[src/rtl/pp_seq_gen.sv]
// Serializes a captured WIDTH-bit pattern MSB first on w, repeated Repeat+1 times with GAP idle cycles between copies.
// Latency: first bit on w one edge after an accepted Start; Done pulses one cycle after the last bit.
// Backpressure: none; Start is only sampled in IDLE, Abort ends a transmission on the next edge.
//
// Ports:
//   Clk, Rst      - clock, synchronous active-high reset
//   Start, Abort  - transmit request (IDLE only) / immediate termination (SHIFT, GAP)
//   Pattern       - WIDTH-bit pattern captured on an accepted Start
//   Repeat        - extra transmissions captured on an accepted Start
//   w             - registered serial bit stream
//   Busy, Done    - high in SHIFT/GAP; one-cycle pulse on normal completion
module pp_seq_gen #(
    parameter int WIDTH = 8,
    parameter int GAP   = 2
) (
    input  logic             Clk,
    input  logic             Rst,
    input  logic             Start,
    input  logic             Abort,
    input  logic [WIDTH-1:0] Pattern,
    input  logic [3:0]       Repeat,
    output logic             w,
    output logic             Busy,
    output logic             Done
);

    localparam int CNT_W = $clog2(WIDTH);

    localparam int                BIT_LAST_I = WIDTH - 1;
    localparam logic [CNT_W-1:0]  BIT_LAST   = BIT_LAST_I[CNT_W-1:0];

    // Only meaningful when GAP > 0; the GAP state is unreachable otherwise.
    localparam int          GAP_LAST_I = (GAP > 0) ? GAP - 1 : 0;
    localparam logic [3:0]  GAP_LAST   = GAP_LAST_I[3:0];

    typedef enum logic [1:0] {
        S_IDLE  = 2'd0,
        S_SHIFT = 2'd1,
        S_GAP   = 2'd2,
        S_DONE  = 2'd3
    } state_t;

    state_t             state_q, state_d;
    logic [WIDTH-1:0]   pat_q,   pat_d;    // captured pattern, source for every repeat
    logic [WIDTH-1:0]   sh_q,    sh_d;     // bits still to be sent in the current copy
    logic [CNT_W-1:0]   bit_q,   bit_d;    // index of the bit currently on w
    logic [3:0]         rep_q,   rep_d;    // copies still owed after the current one
    logic [3:0]         gap_q,   gap_d;
    logic               w_q,     w_d;

    always_comb begin
        state_d = state_q;
        pat_d   = pat_q;
        sh_d    = sh_q;
        bit_d   = bit_q;
        rep_d   = rep_q;
        gap_d   = gap_q;
        w_d     = 1'b0;

        case (state_q)
            S_IDLE: begin
                // Abort has priority over a simultaneous Start.
                if (Start && !Abort) begin
                    pat_d   = Pattern;
                    rep_d   = Repeat;
                    w_d     = Pattern[WIDTH-1];
                    sh_d    = {Pattern[WIDTH-2:0], 1'b0};
                    bit_d   = '0;
                    state_d = S_SHIFT;
                end
            end

            S_SHIFT: begin
                if (Abort) begin
                    state_d = S_IDLE;
                end else if (bit_q != BIT_LAST) begin
                    w_d   = sh_q[WIDTH-1];
                    sh_d  = {sh_q[WIDTH-2:0], 1'b0};
                    bit_d = bit_q + CNT_W'(1);
                end else if (rep_q != 4'd0) begin
                    rep_d = rep_q - 4'd1;
                    if (GAP == 0) begin
                        // Back-to-back: next MSB follows the LSB directly.
                        w_d     = pat_q[WIDTH-1];
                        sh_d    = {pat_q[WIDTH-2:0], 1'b0};
                        bit_d   = '0;
                        state_d = S_SHIFT;
                    end else begin
                        gap_d   = 4'd0;
                        state_d = S_GAP;
                    end
                end else begin
                    state_d = S_DONE;
                end
            end

            S_GAP: begin
                if (Abort) begin
                    state_d = S_IDLE;
                end else if (gap_q == GAP_LAST) begin
                    w_d     = pat_q[WIDTH-1];
                    sh_d    = {pat_q[WIDTH-2:0], 1'b0};
                    bit_d   = '0;
                    state_d = S_SHIFT;
                end else begin
                    gap_d = gap_q + 4'd1;
                end
            end

            // Done is already showing; Abort and Start are ignored here.
            S_DONE: begin
                state_d = S_IDLE;
            end

            default: begin
                state_d = S_IDLE;
            end
        endcase
    end

    always_ff @(posedge Clk) begin
        if (Rst) begin
            state_q <= S_IDLE;
            pat_q   <= '0;
            sh_q    <= '0;
            bit_q   <= '0;
            rep_q   <= '0;
            gap_q   <= '0;
            w_q     <= 1'b0;
        end else begin
            state_q <= state_d;
            pat_q   <= pat_d;
            sh_q    <= sh_d;
            bit_q   <= bit_d;
            rep_q   <= rep_d;
            gap_q   <= gap_d;
            w_q     <= w_d;
        end
    end

    assign w    = w_q;
    assign Busy = (state_q == S_SHIFT) || (state_q == S_GAP);
    assign Done = (state_q == S_DONE);

endmodule

[config.mk]
export PLATFORM = sky130hd
export DESIGN_NAME = pp_seq_gen
export DESIGN_NICKNAME = d
export VERILOG_FILES = /design/src/rtl/pp_seq_gen.sv
export SDC_FILE = /design/constraint.sdc
export NUM_CORES = 1
export LEC_CHECK = 0
export CORE_ASPECT_RATIO = 0.5
export CORE_UTILIZATION = 45
export DETAILED_ROUTE_END_ITERATION = 12
export MAX_ROUTING_LAYER = met4
export PLACE_DENSITY = 0.78
export SLEW_MARGIN = 15
export SYNTH_ARGS = -nofsm -noshare
export SYNTH_HDL_FRONTEND = slang
export SYNTH_SLANG_ARGS = --single-unit
[constraint.sdc]
create_clock -name Clk -period 1.9 [get_ports Clk]
set_input_delay 0.57 -clock Clk [delete_from_list [all_inputs] [get_ports Clk]]
set_output_delay 0.57 -clock Clk [all_outputs]
set_load 0.03 [all_outputs]
==> results.toml, run 1 <==
[run_status]
outcome = "complete, but fails checks"
violations = "negative setup slack"

[yosys]
synth-main-ff-cell = "dfxtp_1"
seq_area_frac_synth = 0.344
syn_nets = 211
yosysWarnings = 0
syn_avg_cell_area_sq_um = 9.17
synth_cell_types = 46
synth_edf_count = 0
synthArstFlopShare = 0
synth-seq-cells = 29
synthesis.area_sq_um = 1690
synthCells = 184

[place]
io_buffers = 18
gp_congestion = 0.847
hpwl_microns = 2920

[sta]
post-route-min-period_ns = 1.91
worst_pin_slew_ns = 0.552
fin_crit_sh = 1.00
skew_ns = 0.00582
finalHoldViolCount = 0
rsz0062_at_grt = "yes"
finalSetupViolCount = 2
finalSetupTns_ns = -0.0100
max_freq_ghz = 0.524
max-slew-margin-rel = 0.631
holdWs_ns = 0.485
setup_ws_ns = -0.00861
drv_slew = 0

[power]
p_leak_nw = 0.924
power_density_nw_per_um2 = 969
vdd_drop_max_v = 0.000374

[finish]
drive_above_1_share = 0.318
layout_commonest_cell = "buf_4"
fill_cells = 263
layout_common_cells = "buf_4, dfxtp_1, a21oi_1, nor2_1, clkdlybuf4s50_1"
antenna_cells = 0
finalNetCount = 259
area_growth_pct = 39.5

[global_routing]
grtUsageMet3 = 0.0622
grt.met2_usage = 0.443
grt_usage = 0.263
antenna_found_initial = 0
gr-usage-met1 = 0.309
grt_pass1_vias = 1634
grt_pass1_wl_microns = 7510
gr-total-overflow = 0
grt_max_degree = 23
top_usage_layer = "met2"

[die]
core_area_sq_um = 3510
initial_core_util = 0.481
die_h_microns = 45.3
rows = 15
dieArea_sq_um = 4010
die_w_microns = 88.6
num_io_pins = 19

[drt]
drc = 0
post_drt_wl_per_cell_microns = 16.4
firstDrtPassIters = 4
via_per_inst = 5.98
vias = 1699
drtIter0Drc = 108
postRouteWirelength_microns = 4650
detail-route-antenna-nets = 0

[min_path]
hold_class = "register to register"

[cts]
cts_htree_levels = 2
ctsLongestPathBuffers = 2
clk_latency_ns = 0.29
numCtsBuffers = 5
tritoncts = "built"
cts_sinks = 29
path_clk_slew_ns = 0.07
root_buffer = "clkbuf_8"

[setup_path]
worstPathMaxFanout = 4
required_ns = 2.06
cp-start-kind = "register"
crit_slowest_cell = "a2111o_1"
cpLargestDelayFamily = "compound AO/OA/AOI/OAI gates"
worstSetupPathType = "register to register"
critPathBufInv = 2
cp_cell_sequence = "inv_2 -> ha_4 -> nor3b_1 -> a2111o_1 -> buf_4 -> o311ai_2 -> o41ai_1"
cp-end-kind = "register"
crit_arrival_ns = 2.07
max_stage_delay_ns = 0.49

[job]
drv_cap = 0
[cells by family after synthesis]
| logic type | count (synthesis) | synth area share |
|---|---|---|
| AO/OA/AOI/OAI | 64 | 0.261 |
| adder cells (fa/ha/maj) | 11 | 0.0815 |
| buffers and inverters | 20 | 0.0830 |
| flip-flops | 29 | 0.344 |
| multiplexers | 10 | 0.0593 |
| AND/OR/NAND/NOR | 50 | 0.171 |
[cells in the mapped netlist, drive strengths merged, types with 2 or more instances]
cell | n | share of area
a21oi | 19 | 0.056
a221oi | 3 | 0.026
a22oi | 6 | 0.027
buf | 6 | 0.029
clkbuf | 2 | 0.0044
dfxtp | 29 | 0.34
dlygate4sd1 | 2 | 0.010
ha | 11 | 0.082
inv | 9 | 0.020
mux2i | 10 | 0.059
nand2 | 9 | 0.020
nand3 | 3 | 0.0089
nand3b | 3 | 0.013
nand4 | 3 | 0.011
nor2 | 15 | 0.033
nor2b | 3 | 0.011
nor3b | 2 | 0.0089
o2111ai | 6 | 0.031
o21ai | 16 | 0.050
o31ai | 3 | 0.013
or4 | 3 | 0.013
[worst min-delay path, delay by kind of cell (launching register included)]
family / cells / cell delay [ns]
AOI/OAI and AO/OA: 1 / 0.06
DFF: 1 / 0.31
and+or+nand+nor: 1 / 0.06
[state kept, by name (all words and copies together), names as in the netlist]
name     flops
gap_q        4
state_q      2
bit_q        3
rep_q        4
sh_q         7
w            1
pat_q        8
[area by class of cell]
type                    instances  area [sq um]  area share
well taps                      51          63.8      0.0271
repair buffers                 51           437       0.185
clock buffers                   6          82.6      0.0351
flip-flops and latches         29           586       0.249
clock inverters                 2          37.5      0.0159
multi-input cells             136          1110       0.473
inverters                       9          33.8      0.0143
[metal layers]
layer	vias to the layer above	routed length (microns)	part of all wire
met5	-	0	0
met4	0	50	0.011
met3	9	284	0.061
met2	71	2270	0.49
met1	826	2040	0.44
li1	793	-	-
[power breakdown]
part           leakage, nW  switching (mW)  total (mW)  internal, mW
Combinational        0.628           0.456       0.873         0.417
Sequential           0.238          0.0497       0.728         0.678
Clock               0.0574           0.256       0.682         0.426
[per-stage QoR]
| step | power (mW) | cells | util | area (sq um) | setup slack [ns] |
|---|---|---|---|---|---|
| floorplan | 1.19 | 184 | - | 1690 | 0.00672 |
| CTS | 2.19 | 284 | 0.643 | 2260 | -0.0213 |
| global route | 2.39 | 284 | 0.671 | 2350 | -0.0441 |
| finish | 2.28 | 284 | 0.671 | 2350 | -0.00861 |
| global placement | 1.43 | 274 | 0.588 | 2060 | -0.477 |
| detailed placement | 1.45 | 274 | 0.588 | 2060 | -0.567 |
[final timing paths]
path,from,end,slack [ns],cells after the start
setup / recovery,gap_q[1],gap_q[3],-0.009,7
hold / removal,pat_q[7],pat_q[7],0.48,2
setup reg to reg,gap_q[1],gap_q[3],-0.009,7
hold reg to reg,pat_q[7],pat_q[7],0.48,2
[timing repair]
item	in CTS	in global routing
gates resized for setup	23	22
endpoints found under the setup margin	18	19
cloned	1	0
pin swaps	7	12
hold buffers	0	0
setup buffers	1	0
Note: power is estimated with default switching activity, not from simulation.
==> run 2: changes to the inputs <==
ABC_AREA = 1   (was unset)
HOLD_SLACK_MARGIN = 0.1   (was unset)
PLACE_DENSITY = 0.77   (was 0.78)
==> results.toml, run 2 <==
[run_status]
outcome = "complete, no violations"

[drt]
vias = 1629
via_per_inst = 4.89
drtIter0Drc = 129
firstDrtPassIters = 4
post_drt_wl_per_cell_microns = 11.6
drc = 0
postRouteWirelength_microns = 3880
detail-route-antenna-nets = 0

[yosys]
synth-seq-cells = 29
synthesis.area_sq_um = 1750
syn_nets = 281
synthCells = 254
synth_edf_count = 0
synth_top_area_frac = 0.332
synth_cell_types = 25
synthArstFlopShare = 0
seq_area_frac_synth = 0.332
syn_avg_cell_area_sq_um = 6.89
yosysWarnings = 0
yosys-top-cells-area = "dfxtp_1, nand2_1, ha_1, nor2_2, nor2_1"
yosysMostFrequentCell = "nand2_1"
synth_top_cells_by_count = "nand2_1, dfxtp_1, nor2_1"
synth-main-ff-cell = "dfxtp_1"
yosysTopAreaCell = "dfxtp_1"

[cts]
numCtsBuffers = 5
root_buffer = "clkbuf_8"
ctsHoldBuffers = 0
ctsLongestPathBuffers = 2
path_clk_slew_ns = 0.06
clk_latency_ns = 0.28
tritoncts = "built"
cts_htree_levels = 2
cts_sinks = 29
cts-resized-gates = 1
cts_setup_buffers = 0

[finish]
drive_above_1_share = 0.181
largest_register = "pat_q"
layout_commonest_cell = "nand2_1"
largest_registers = "pat_q: 8 flops, sh_q: 7 flops"
instances_no_fill = 333
finalNetCount = 309
layout_common_cells = "nand2_1, nor2_1, dfxtp_1, inv_1, nor2_2"
antenna_cells = 0
area_growth_pct = 20.7
final_cell_area_sq_um = 2110
largest_reg_flops = 8

[power]
power_density_nw_per_um2 = 1710
power_frac_seq = 0.265
p_leak_nw = 0.981
clkPwrFrac = 0.145
vdd_drop_max_v = 0.000630
switchingPower_mw = 1.72
p_int_mw = 1.89
finalPower_mw = 3.61
combPwrFrac = 0.589
p_sw_frac = 0.477

[setup_path]
required_ns = 1.33
cp_cell_sequence = "clkdlybuf4s50_1"
cp-start-kind = "register"
worstPathMaxFanout = 1
critPathLaunch = "w"
r2r-start = "state_q[1]"
cp-end-kind = "output port"
worstSetupPathType = "register to output port"
cpLargestDelayFamily = "buffers and inverters"
max_stage_delay_ns = 0.66
crit_slowest_cell = "clkdlybuf4s50_1"
crit_arrival_ns = 1.26
critPathBufInv = 1

[place]
gp_congestion = 0.898
pre_cts_ws_ns = -0.0447
io_buffers = 18
hpwl_microns = 2870
place_inst = 326
placed_area_sq_um = 2020

[sta]
max-slew-margin-rel = 0.786
fin_crit_sh = 0.963
finalSetupViolCount = 0
drv_slew = 0
skew_ns = 0.00931
max_freq_ghz = 0.546
post-route-min-period_ns = 1.83
rsz0062_at_grt = "no"
setup_ws_ns = 0.0698
worst_pin_slew_ns = 0.320
holdWs_ns = 0.466
finalHoldViolCount = 0

[global_routing]
grt_pass1_wl_microns = 6600
grt_max_degree = 15
grt_pass1_vias = 1544
grt_usage = 0.212
antenna_found_initial = 0
gr-total-overflow = 0

[die]
dieArea_sq_um = 4160
rows = 15
die_h_microns = 46.1
core_area_sq_um = 3570
die_w_microns = 90.2
num_io_pins = 19
initial_core_util = 0.491

[min_path]
hp-start = "pat_q[3]"
hold_class = "register to register"

[job]
drv_cap = 0
==> run 2: cell types whose count changed in the layout (fill, tap and decap cells not counted), sizes merged, moves of 15 or more <==
cell,delta
nand2,+69
nor2,+30
buf,-24
nand3,+16
inv,+15
==> run 2: layout make-up <==
type / instances / area [sq um]
tap: 51 / 63.8
timing repair buffer: 27 / 244
fill: 326 / 1450
multi-input combinational: 192 / 1020
inverter: 27 / 115
sequential: 29 / 583
clock buffer: 7 / 86.3
==> run 2: cell families (layout without fill, tap and decap cells) <==
logic type               Yosys count  in the layout  share of synthesized area
multiplexers                       6              6                     0.0343
buffers and inverters             33             61                     0.0865
AND/OR/NAND/NOR                  145            145                      0.382
AO/OA/AOI/OAI                     30             30                     0.0865
flip-flops                        29             29                      0.332
adder cells (fa/ha/maj)           11             11                     0.0786
==> run 2: final timing paths <==
path	end	slack, ns	cells past startpoint
setup / recovery	w	0.07	1
setup reg to reg	gap_q[0]	0.20	9
hold / removal	pat_q[3]	0.47	2
hold reg to reg	pat_q[3]	0.47	2
==> run 2: layer usage <==
metal	track usage	wire length (microns)	up-vias
li1	-	-	858
met1	0.239	1830	726
met2	0.371	1810	40
met3	0.0660	199	5
met4	0.0710	36	0
met5	-	0	-
==> run 2: per-stage QoR <==
| stage | util | setup TNS [ns] |
|---|---|---|
| 2_1_floorplan | - | 0 |
| 6_report | 0.593 | 0 |
| 3_5_place_dp | 0.567 | -0.402 |
| 4_1_cts | 0.591 | 0 |
| 3_3_place_gp | 0.567 | -0.0000203 |
| 5_1_grt | 0.593 | 0 |
==> run 2: power groups by stage <==
stage	logic, mW	registers [mW]	clock network [mW]
floorplan	1.67	0.932	0
global placement	2.03	0.956	0
detailed placement	2.09	0.963	0
CTS	2.11	0.951	0.524
global route	2.38	0.988	0.558
finish	2.13	0.957	0.523
==> run 3: changes to the inputs <==
GPL_ROUTABILITY_DRIVEN = 0   (was unset)
==> results of run 3 <==
Final layout, timing and power as in run 2 (identical DEF).
==> RTL edit: new RTL, flow settings as in run 1 <==
Register the outputs `Busy` and `Done`, cleared by the reset; this adds one clock of latency there. The other outputs are not delayed to match. Comments in the files are not updated.
--- a/src/rtl/pp_seq_gen.sv
+++ b/src/rtl/pp_seq_gen.sv
@@ -140,6 +140,13 @@
 
     assign w    = w_q;
-    assign Busy = (state_q == S_SHIFT) || (state_q == S_GAP);
-    assign Done = (state_q == S_DONE);
+    always_ff @(posedge Clk) begin
+        if (Rst) begin
+            Busy <= '0;
+            Done <= '0;
+        end else begin
+            Busy <= (state_q == S_SHIFT) || (state_q == S_GAP);
+            Done <= (state_q == S_DONE);
+        end
+    end
 
 endmodule
Function: changed (a bounded check fails within 4 cycles, from zero or initial values and one cycle with Rst high).
==> RTL edit against run 1 <==
- the flow still finishes with violations (setup timing)
- sequential cell count rose by 2
- core utilization decreased by 1.9 points
- routed wire length shrank 6.1%
- total power is 23% lower
- area after synthesis grew 2.1%
- final area fell by 1.8%
- worst setup slack got worse by 57 ps
- sequential share of layout area is 2.1 points higher
- sequential power is essentially flat
- largest cell class unchanged
==> RTL edit: results (changes against run 1) <==
GRT
  – Pin count of the biggest net entering global routing: 24 (+4.3%)
  – Antenna violations before repair: 0 (unchanged)
  – Vias in the first global route: 1414 (-13%)
  – Total GRT Usage: 0.225 (-0.0382)
  – First-pass GRT wire length: 6560 µm (-13%)

Worst setup path
  – CP arrival: 2170 ps (+100 ps)
  – Slowest-stage cell, CP: or4b_4
  – Reg2reg end: sh_q[7]
  – CP Max Fanout: 6 (+2)
  – Delay-heaviest family, CP: compound AO/OA/AOI/OAI gates
  – R2r worst-path depth: 7 (unchanged)
  – CP max stage delay: 500 ps
  – R2R Path Start: gap_q[1]

CTS
  – H-tree Lvls: 2 (unchanged)
  – CTS resizes: 10 (-57%)
  – Worst-path clk slew: 70 ps (about the same)
  – Total CTS buffers: 5 (unchanged)
  – Root Driver: clkbuf_8
  – CTS max path bufs: 2 (unchanged)
  – Post-CTS Setup Bufs: 2 (+1)
  – Clk Latency, worst-skew pair: 290 ps (about the same)

Routing
  – Aggregate routed wire length: 4360 µm (-6.1%)
  – DR iter-0 viols: 98 (-9.3%)
  – Routed via count: 1633 (-3.9%)
  – TritonRoute pass-1 iters: 5 (+1)

Worst hold path
  – Hold Startpoint: rep_q[3]
  – WHS Endpoint: rep_q[3]
  – Worst Hold Class: reg2reg
  – Hold depth: 2 (unchanged)

Status
  – Outcome: finished with violations
  – Failing checks: setup timing

Place
  – Gpl congestion: 0.878 (+3.6%)
  – PortBufs: 18 (unchanged)
  – Final HPWL DP: 2740 µm (-6.0%)
  – Place WS: -543 ps (+24.5 ps)

Final layout
  – Share of layout cells above drive strength 1: 0.247 (-0.0708)
  – Antenna Cells: 0 (unchanged)
  – Final #Nets: 261 (+0.77%)
  – Biggest regs: pat_q (8), sh_q (7)

Synth
  – Synth Flop Type: dfxtp_1
  – Top cells by area, synth: dfxtp_1 (36%), ha_1 (8.0%), mux2i_1 (5.2%), a21oi_1 (4.9%), o21ai_0 (3.8%)
  – Synth unique cells: 47 (+2.2%)
  – Top cells by count, synth: dfxtp_1 (31), a21oi_1 (17), inv_1 (13), o21ai_0 (13)
  – Async set or reset register ratio after synthesis: 0 (unchanged)
  – Synth Warn #: 0 (unchanged)
  – Synthesized net count: 222 (+5.2%)
  – Sequential share of the synthesized area: 0.360 (+0.0162)

Timing
  – Final setup viols: 4 (+2)
  – Final worst slack: -65.4 ps (-56.8 ps)
  – Final Skew: 12.9 ps (+7.03 ps)
  – Worst Max-Slew Pin Slew: 513 ps (-39.0 ps)
  – WHS: 483 ps (-2.03 ps)
  – Slew Viols, Final: 0 (unchanged)

Power
  – LEAKAGE: 0.000930 µW (+0.74%)
  – Peak supply drop: 462 µV (+24%)
[RTL edit: cells by family after synthesis]
kind of cell    Yosys count  share of synthesized area
compound gates           66                      0.261
fa+ha+maj                11                     0.0799
buf+inv                  27                     0.0690
flops                    31                      0.360
mux                      10                     0.0588
simple gates             50                      0.171
[RTL edit: worst max-delay path by stage]
stage          cells after the start        from  endpoint
6_report                           7    gap_q[1]   sh_q[7]
5_1_grt                            7    gap_q[1]   sh_q[7]
4_1_cts                            7    gap_q[1]   sh_q[1]
3_5_place_dp                       6       Abort   sh_q[1]
3_3_place_gp                       6       Abort   sh_q[1]
2_1_floorplan                      7  state_q[1]  gap_q[2]
[RTL edit: per-stage QoR]
step	power (µW)	util	cell area, µm²	setup TNS, ps	std cells
2_1_floorplan	994	-	1720	0	195
3_3_place_gp	1130	0.590	2090	-5800	273
3_5_place_dp	1140	0.590	2090	-6370	273
4_1_cts	1740	0.632	2240	0	284
5_1_grt	1860	0.652	2310	-653	286
6_report	1770	0.652	2310	-81.6	286
[RTL edit: power breakdown]
group | internal, µW | leakage, µW | switching (µW)
sequential | 696 | 0.000254 | 31.3
combinational | 224 | 0.000625 | 235
clock | 330 | 0.0000515 | 250
[RTL edit: tightest hold or removal path, delay by kind of cell, from the launching register on]
kind               cells  cell delay, ps
DFF                    1             320
AOI/OAI and AO/OA      2             120
[RTL edit: metal layers]
metal  up-vias  track usage  share of wire  routed length (µm)
met5         -            -              0                   0
met4         0       0.0635          0.021                  91
met3        10       0.0634          0.065                 283
met2        62        0.347           0.46                2020
met1       755        0.291           0.45                1970
li1        806            -              -                   -
[RTL edit: cell type report]
cell class	count	area, µm²
Fill cell	274	1230
Sequential cell	31	624
Tap cell	51	63.8
Inverter	13	48.8
Clock buffer	8	100
Multi-Input combinational cell	137	1050
Timing Repair Buffer	46	422
